### src/rtl/ntt_io_ctrl.sv
`timescale 1ns/1ps
// Streaming I/O controller around the NTT core: loads N coefficients into banked memory, kicks the core, streams results out.
// Load writes land 1 cycle after each handshake; unload reads run 2 cycles ahead of m_valid and stall cleanly on m_ready.
module ntt_io_ctrl #(
    parameter int DATA_W = 32,
    parameter int N      = 1024,
    parameter int BANKS  = 16
) (
    input  logic              clk,
    input  logic              reset,
    input  logic              s_valid,
    output logic              s_ready,
    input  logic [DATA_W-1:0] s_data,
    output logic              m_valid,
    input  logic              m_ready,
    output logic [DATA_W-1:0] m_data,
    output logic              start,
    input  logic              ntt_finished,
    output logic              mem_sel,
    output logic              ld_wen,
    output logic [3:0]        ld_bank,
    output logic [8:0]        ld_addr,
    output logic [DATA_W-1:0] ld_wdata,
    output logic              ul_ren,
    output logic [3:0]        ul_bank,
    output logic [8:0]        ul_addr,
    input  logic [DATA_W-1:0] ul_rdata,
    output logic              busy,
    output logic              done
);

    localparam int         BW   = $clog2(BANKS);
    localparam logic [9:0] LAST = 10'(N - 1);

    typedef enum logic [1:0] {S_LOAD, S_KICK, S_RUN, S_UNLOAD} state_t;

    state_t            state_q;
    logic [9:0]        ld_cnt_q;
    logic [9:0]        rd_cnt_q;
    logic [9:0]        wr_cnt_q;
    logic              rd_cnt_done_q;
    logic              inflight_q;
    logic              ld_wen_q;
    logic              start_q;
    logic              done_q;
    logic [3:0]        ld_bank_q;
    logic [8:0]        ld_addr_q;
    logic [DATA_W-1:0] ld_wdata_q;

    logic [DATA_W-1:0] fifo_mem [4];
    logic [1:0]        fifo_wptr_q;
    logic [1:0]        fifo_rptr_q;
    logic [2:0]        fifo_cnt_q;
    logic [2:0]        fifo_cnt_d;

    logic              s_hs;
    logic              m_hs;
    logic              fifo_push;

    assign s_ready   = (state_q == S_LOAD);
    assign mem_sel   = (state_q != S_RUN);
    assign busy      = (state_q != S_LOAD) || (ld_cnt_q != 10'd0);
    assign m_valid   = (fifo_cnt_q != 3'd0);
    assign m_data    = fifo_mem[fifo_rptr_q];
    assign s_hs      = s_valid && s_ready;
    assign m_hs      = m_valid && m_ready;
    assign fifo_push = inflight_q;

    assign start     = start_q;
    assign done      = done_q;
    assign ld_wen    = ld_wen_q;
    assign ld_bank   = ld_bank_q;
    assign ld_addr   = ld_addr_q;
    assign ld_wdata  = ld_wdata_q;

    // Reads in flight count against FIFO space so a stalled output can never overflow the 4 entries.
    assign ul_ren  = (state_q == S_UNLOAD) && !rd_cnt_done_q &&
                     ((fifo_cnt_q + {2'b00, inflight_q}) < 3'd3);
    assign ul_bank = rd_cnt_q[BW-1:0];
    assign ul_addr = (state_q == S_UNLOAD) ? {3'b100, rd_cnt_q[9:BW]} : 9'd0;

    always_comb begin
        fifo_cnt_d = fifo_cnt_q;
        case ({fifo_push, m_hs})
            2'b10:   fifo_cnt_d = fifo_cnt_q + 3'd1;
            2'b01:   fifo_cnt_d = fifo_cnt_q - 3'd1;
            default: fifo_cnt_d = fifo_cnt_q;
        endcase
    end

    always_ff @(posedge clk) begin
        if (fifo_push) begin
            fifo_mem[fifo_wptr_q] <= ul_rdata;
        end
    end

    always_ff @(posedge clk or posedge reset) begin
        if (reset) begin
            state_q       <= S_LOAD;
            ld_cnt_q      <= 10'd0;
            rd_cnt_q      <= 10'd0;
            wr_cnt_q      <= 10'd0;
            rd_cnt_done_q <= 1'b0;
            inflight_q    <= 1'b0;
            ld_wen_q      <= 1'b0;
            start_q       <= 1'b0;
            done_q        <= 1'b0;
            ld_bank_q     <= 4'd0;
            ld_addr_q     <= 9'd0;
            ld_wdata_q    <= '0;
            fifo_wptr_q   <= 2'd0;
            fifo_rptr_q   <= 2'd0;
            fifo_cnt_q    <= 3'd0;
        end else begin
            ld_wen_q   <= 1'b0;
            start_q    <= 1'b0;
            done_q     <= 1'b0;
            inflight_q <= ul_ren;
            fifo_cnt_q <= fifo_cnt_d;
            if (fifo_push) begin
                fifo_wptr_q <= fifo_wptr_q + 2'd1;
            end
            if (m_hs) begin
                fifo_rptr_q <= fifo_rptr_q + 2'd1;
            end
            case (state_q)
                S_LOAD: begin
                    if (s_hs) begin
                        ld_wen_q   <= 1'b1;
                        ld_bank_q  <= ld_cnt_q[BW-1:0];
                        ld_addr_q  <= {3'b000, ld_cnt_q[9:BW]};
                        ld_wdata_q <= s_data;
                        ld_cnt_q   <= ld_cnt_q + 10'd1;
                        if (ld_cnt_q == LAST) begin
                            state_q <= S_KICK;
                            start_q <= 1'b1;
                        end
                    end
                end
                S_KICK: begin
                    state_q <= S_RUN;
                end
                S_RUN: begin
                    if (ntt_finished) begin
                        state_q <= S_UNLOAD;
                    end
                end
                S_UNLOAD: begin
                    if (ul_ren) begin
                        rd_cnt_q <= rd_cnt_q + 10'd1;
                        if (rd_cnt_q == LAST) begin
                            rd_cnt_done_q <= 1'b1;
                        end
                    end
                    if (m_hs) begin
                        wr_cnt_q <= wr_cnt_q + 10'd1;
                        if (wr_cnt_q == LAST) begin
                            state_q       <= S_LOAD;
                            done_q        <= 1'b1;
                            rd_cnt_done_q <= 1'b0;
                        end
                    end
                end
                default: begin
                    state_q <= S_LOAD;
                end
            endcase
        end
    end

endmodule

### config.mk
export PLATFORM = sky130hd
export DESIGN_NAME = ntt_io_ctrl
export DESIGN_NICKNAME = d
export VERILOG_FILES = /design/src/rtl/ntt_io_ctrl.sv
export SDC_FILE = /design/constraint.sdc
export NUM_CORES = 1
export LEC_CHECK = 0
export ABC_AREA = 0
export CORE_AREA = 2 2 148 150
export DETAILED_ROUTE_END_ITERATION = 6
export DIE_AREA = 0 0 150 152
export GPL_ROUTABILITY_DRIVEN = 0
export SLEW_MARGIN = 25
export SYNTH_ARGS = -nofsm -noshare
export SYNTH_HDL_FRONTEND = slang
export SYNTH_SLANG_ARGS = --single-unit
### constraint.sdc
create_clock -name clk -period 3.1 [get_ports clk]
set_input_delay 0.62 -clock clk [delete_from_list [all_inputs] [get_ports clk]]
set_output_delay 0.62 -clock clk [all_outputs]
set_load 0.005 [all_outputs]
==> impl_metrics.prom <==
# TYPE chip_impl_metric gauge
chip_impl_info{name="run_status",value="complete, no violations"} 1
chip_impl_info{name="critPathSlowestCell",value="clkdlybuf4s50_1"} 1
chip_impl_metric{name="power.ir.vdd_worst",unit="V"} 0.000445
chip_impl_metric{name="grt_first_pass_wirelength",unit="um"} 27500
chip_impl_metric{name="gate_count_after_technology_mapping",unit=""} 551
chip_impl_metric{name="timing.critical_path.slowest_cell_delay",unit="ns"} 0.52
chip_impl_info{name="cts.root.buffer_cell",value="clkbuf_16"} 1
chip_impl_metric{name="port-buffer-count",unit=""} 161
chip_impl_metric{name="worst_setup_hold_path_clk_slew",unit="ns"} 0.06
chip_impl_metric{name="clk_latency",unit="ns"} 0.50
chip_impl_metric{name="grt.overflow.total",unit=""} 0
chip_impl_info{name="critical-path-top-cell-by-count",value="ha_1"} 1
chip_impl_metric{name="top_level_ports",unit=""} 167
chip_impl_info{name="worst_path_dominant_cell_family",value="buffers and inverters"} 1
chip_impl_metric{name="tritoncts_num_sinks",unit=""} 214
chip_impl_metric{name="cellPowerDensity",unit="nW/um2"} 874
chip_impl_metric{name="floorplan.initialDensity",unit="%"} 39.4
chip_impl_info{name="cp_cell_sequence",value="ha_1 > ha_1 > xnor2_1 > and3_2 > clkdlybuf4s50_1"} 1
chip_impl_metric{name="slew_headroom",unit="%"} 39.1
chip_impl_metric{name="seq_area_frac_synth",unit="%"} 71.3
chip_impl_metric{name="die_w",unit="um"} 150
chip_impl_metric{name="die-area",unit="um2"} 22800
chip_impl_metric{name="timing.max_cap.violations",unit=""} 0
chip_impl_metric{name="syn_to_final_growth",unit="%"} 31.9
chip_impl_metric{name="cts-htree-levels",unit=""} 1
chip_impl_metric{name="pre_cts_slack",unit="ns"} 0.539
chip_impl_metric{name="final-setup-viol-count",unit=""} 0
chip_impl_metric{name="grt.met1_usage",unit="%"} 20.2
chip_impl_metric{name="cts-root-to-sink-buffers",unit=""} 3
chip_impl_metric{name="timing.final.crit_period",unit="ns"} 2.98
chip_impl_metric{name="core.rowCount",unit=""} 54
chip_impl_metric{name="worstRegToRegCells",unit=""} 8
chip_impl_info{name="global_route.peak_usage_layer",value="met2"} 1
chip_impl_metric{name="cp_data_arrival_time",unit="ns"} 2.36
chip_impl_metric{name="syn-mean-instance-area",unit="um2"} 15.3
chip_impl_metric{name="synth_enable_flop_cells",unit=""} 128
chip_impl_metric{name="timing.critical_path.required",unit="ns"} 2.48
chip_impl_metric{name="max_fclk",unit="MHz"} 336
chip_impl_info{name="criticalPathCategory",value="reg -> out"} 1
chip_impl_metric{name="placeableCoreArea",unit="um2"} 21400
chip_impl_metric{name="setup-tns-final",unit="ns"} 0
chip_impl_metric{name="crit_cells",unit=""} 5
chip_impl_metric{name="placed_wire_length_estimate_after_detailed_placement",unit="um"} 11000
chip_impl_metric{name="tritoncts.num_buffers",unit=""} 23
chip_impl_metric{name="synth_cell_types",unit=""} 39
chip_impl_info{name="cts_tree",value="done"} 1
chip_impl_metric{name="first_global_vias",unit=""} 5247
chip_impl_info{name="layout_commonest_cell",value="clkdlybuf4s50_1"} 1
chip_impl_metric{name="drt.antenna.violating_nets",unit=""} 0
chip_impl_metric{name="timing_hold_violations_final",unit=""} 0
chip_impl_metric{name="reg_to_reg_setup_timing_slack",unit="ns"} 1.05
chip_impl_metric{name="drc",unit=""} 0
chip_impl_metric{name="largest_net_degree_at_the_start_of_global_routing",unit=""} 55
chip_impl_info{name="worst_hold_path_type",value="reg -> reg"} 1
chip_impl_metric{name="floorplan.die.height",unit="um"} 152
chip_impl_metric{name="route.vias.total",unit=""} 4881
chip_impl_metric{name="finalWirelength",unit="um"} 16900
chip_impl_metric{name="final_core_occ",unit="%"} 51.9
chip_impl_info{name="worstSetupEndpointType",value="output pin"} 1
chip_impl_metric{name="grt_use_met3",unit="%"} 4.11
chip_impl_info{name="synth_flop_cell",value="edfxtp_1"} 1
chip_impl_metric{name="synth_async_sr_flop_share",unit="%"} 40.2
chip_impl_metric{name="postCtsHoldBufs",unit=""} 0
chip_impl_metric{name="layout.nets",unit=""} 804
chip_impl_metric{name="postSynthRegisterBits",unit=""} 214
chip_impl_metric{name="power_leakage",unit="nW"} 4.31
chip_impl_metric{name="via_per_inst",unit=""} 4.80
chip_impl_metric{name="post_drt_wl_per_cell",unit="um"} 16.6
chip_impl_metric{name="groute.usage.overall",unit="%"} 14.9
chip_impl_info{name="mostFrequentLayoutCells",value="161 x clkdlybuf4s50_1, 137 x nand2_1, 128 x edfxtp_1"} 1
chip_impl_metric{name="cp_num_buf_inv",unit=""} 1
chip_impl_metric{name="finalCritPeriodShare",unit="%"} 96.0
chip_impl_metric{name="use_met2",unit="%"} 24.2
chip_impl_metric{name="yosys_warnings",unit=""} 0
chip_impl_metric{name="whs_path_depth",unit=""} 1
chip_impl_metric{name="firstDrtPassIters",unit=""} 6
chip_impl_metric{name="drive_above_1_share",unit="%"} 12.5
chip_impl_metric{name="post-cts-setup-buffer-count",unit=""} 0
chip_impl_metric{name="total_standard_cell_area_after_synthesis",unit="um2"} 8410
chip_impl_info{name="start_kind",value="flop"} 1
chip_impl_metric{name="report.final.slew_viol_count",unit=""} 0
chip_impl_metric{name="max_slew.worst_pin.slew",unit="ns"} 0.914
chip_impl_info{name="grt_setup_unrepaired",value="no"} 1
chip_impl_metric{name="fin_skew",unit="ns"} 0.0121
chip_impl_metric{name="finalWorstSetupSlack",unit="ns"} 0.123
chip_impl_metric{name="timing.critical_path.fanout_max",unit=""} 7
chip_impl_metric{name="antenna_found_initial",unit=""} 1
chip_impl_metric{name="dr.first_iter.drc_count",unit=""} 221
-- worst paths after layout --
kind	startpoint	to
max	fifo_cnt_q[0]	ul_ren
min	rd_cnt_q[9]	rd_cnt_q[9]
max reg2reg	fifo_cnt_q[0]	fifo_cnt_q[2]
min reg2reg	rd_cnt_q[9]	rd_cnt_q[9]
max in group asynchronous	reset	ld_wdata[31]
min in group asynchronous	reset	wr_cnt_q[6]
-- kinds of logic after synthesis --
group	after synthesis	synth area share [%]
flip-flops	214	71.3
AND/OR/NAND/NOR	194	9.96
buffers and inverters	46	2.56
multiplexers	36	9.14
XOR/XNOR	34	3.54
adder cells (fa/ha/maj)	15	2.32
AO/OA/AOI/OAI	11	1.13
other	1	0.0446
-- where the power goes --
part	leakage [nW]	switching, mW	internal [mW]	total (mW)
registers	2.26	0.388	3.60	3.99
clock network	0.364	1.08	1.64	2.72
logic	1.68	1.23	1.76	2.99
-- through the flow --
stage | cells | power [mW] | hold WS [ns] | instance area [um2]
global route | 1016 | 10.3 | 0.484 | 11100
floorplan | 555 | 5.50 | 0.434 | 8420
global placement | 975 | 6.99 | 0.452 | 10300
detailed placement | 975 | 7.09 | 0.455 | 10300
CTS | 1016 | 9.85 | 0.465 | 11100
finish | 1017 | 9.69 | 0.457 | 11100
-- worst reg2reg max path, stage by stage (launching register included) --
cell and delay, ns:
dfrtp_1 0.45, o31ai_1 0.49, inv_1 0.14, ha_1 0.24
inv_1 0.08, fa_1 0.17, xor2_1 0.15, nor2_1 0.07
xor2_1 0.13
-- metal layers --
layer | routed length [um] | vias to the layer above | part of all wire [%]
li1 | - | 2277 | -
met4 | 324 | 0 | 1.9
met2 | 8040 | 163 | 48
met5 | 0 | - | 0
met3 | 1420 | 29 | 8.4
met1 | 7090 | 2412 | 42
-- Yosys cell counts (2+ instances only) --
library cell,count,area (um2)
nand2_1,137,514
or3_1,4,25.0
buf_1,5,18.8
xor2_1,14,123
nand4_1,9,56.3
xnor2_1,20,175
edfxtp_1,128,3840
o21ai_0,5,25.0
and3_1,2,12.5
ha_1,14,175
inv_1,17,63.8
dfrtp_1,86,2150
nor2_1,11,41.3
and2_1,10,62.6
buf_4,9,67.6
clkbuf_1,7,26.3
nand3_1,8,40.0
nor3_1,5,25.0
buf_2,7,35.0
nor4_1,3,18.8
mux4_2,32,721
-- repair_timing --
| action | 4_1_cts | 5_1_grt |
|---|---|---|
| setup endpoints to repair | 1 | 26 |
| pin swaps | 0 | 0 |
| gates resized for setup | 1 | 2 |
-- final cells by class --
| cell class | instances | area (um2) |
|---|---|---|
| Fill cell | 1821 | 10300 |
| Sequential cell | 214 | 6000 |
| Inverter | 18 | 68.8 |
| Clock inverter | 16 | 168 |
| Timing Repair Buffer | 168 | 1690 |
| Clock buffer | 25 | 593 |
| Tap cell | 280 | 350 |
| Antenna cell | 1 | 2.50 |
| Multi-Input combinational cell | 295 | 2220 |
-- sequential cells by signal, summed over array words and instances (netlist names) --
signal / cells
fifo_wptr_q: 2
rd_cnt_done_q: 1
wr_cnt_q: 10
start: 1
fifo_cnt_q: 3
rd_cnt_q: 10
fifo_push: 1
fifo_rptr_q: 2
ld_wen: 1
ld_wdata: 32
done: 1
ld_addr: 6
fifo_mem: 128
state_q: 2
ld_bank: 4
ld_cnt_q: 10
No activity file was read; power rests on OpenSTA's default activity.
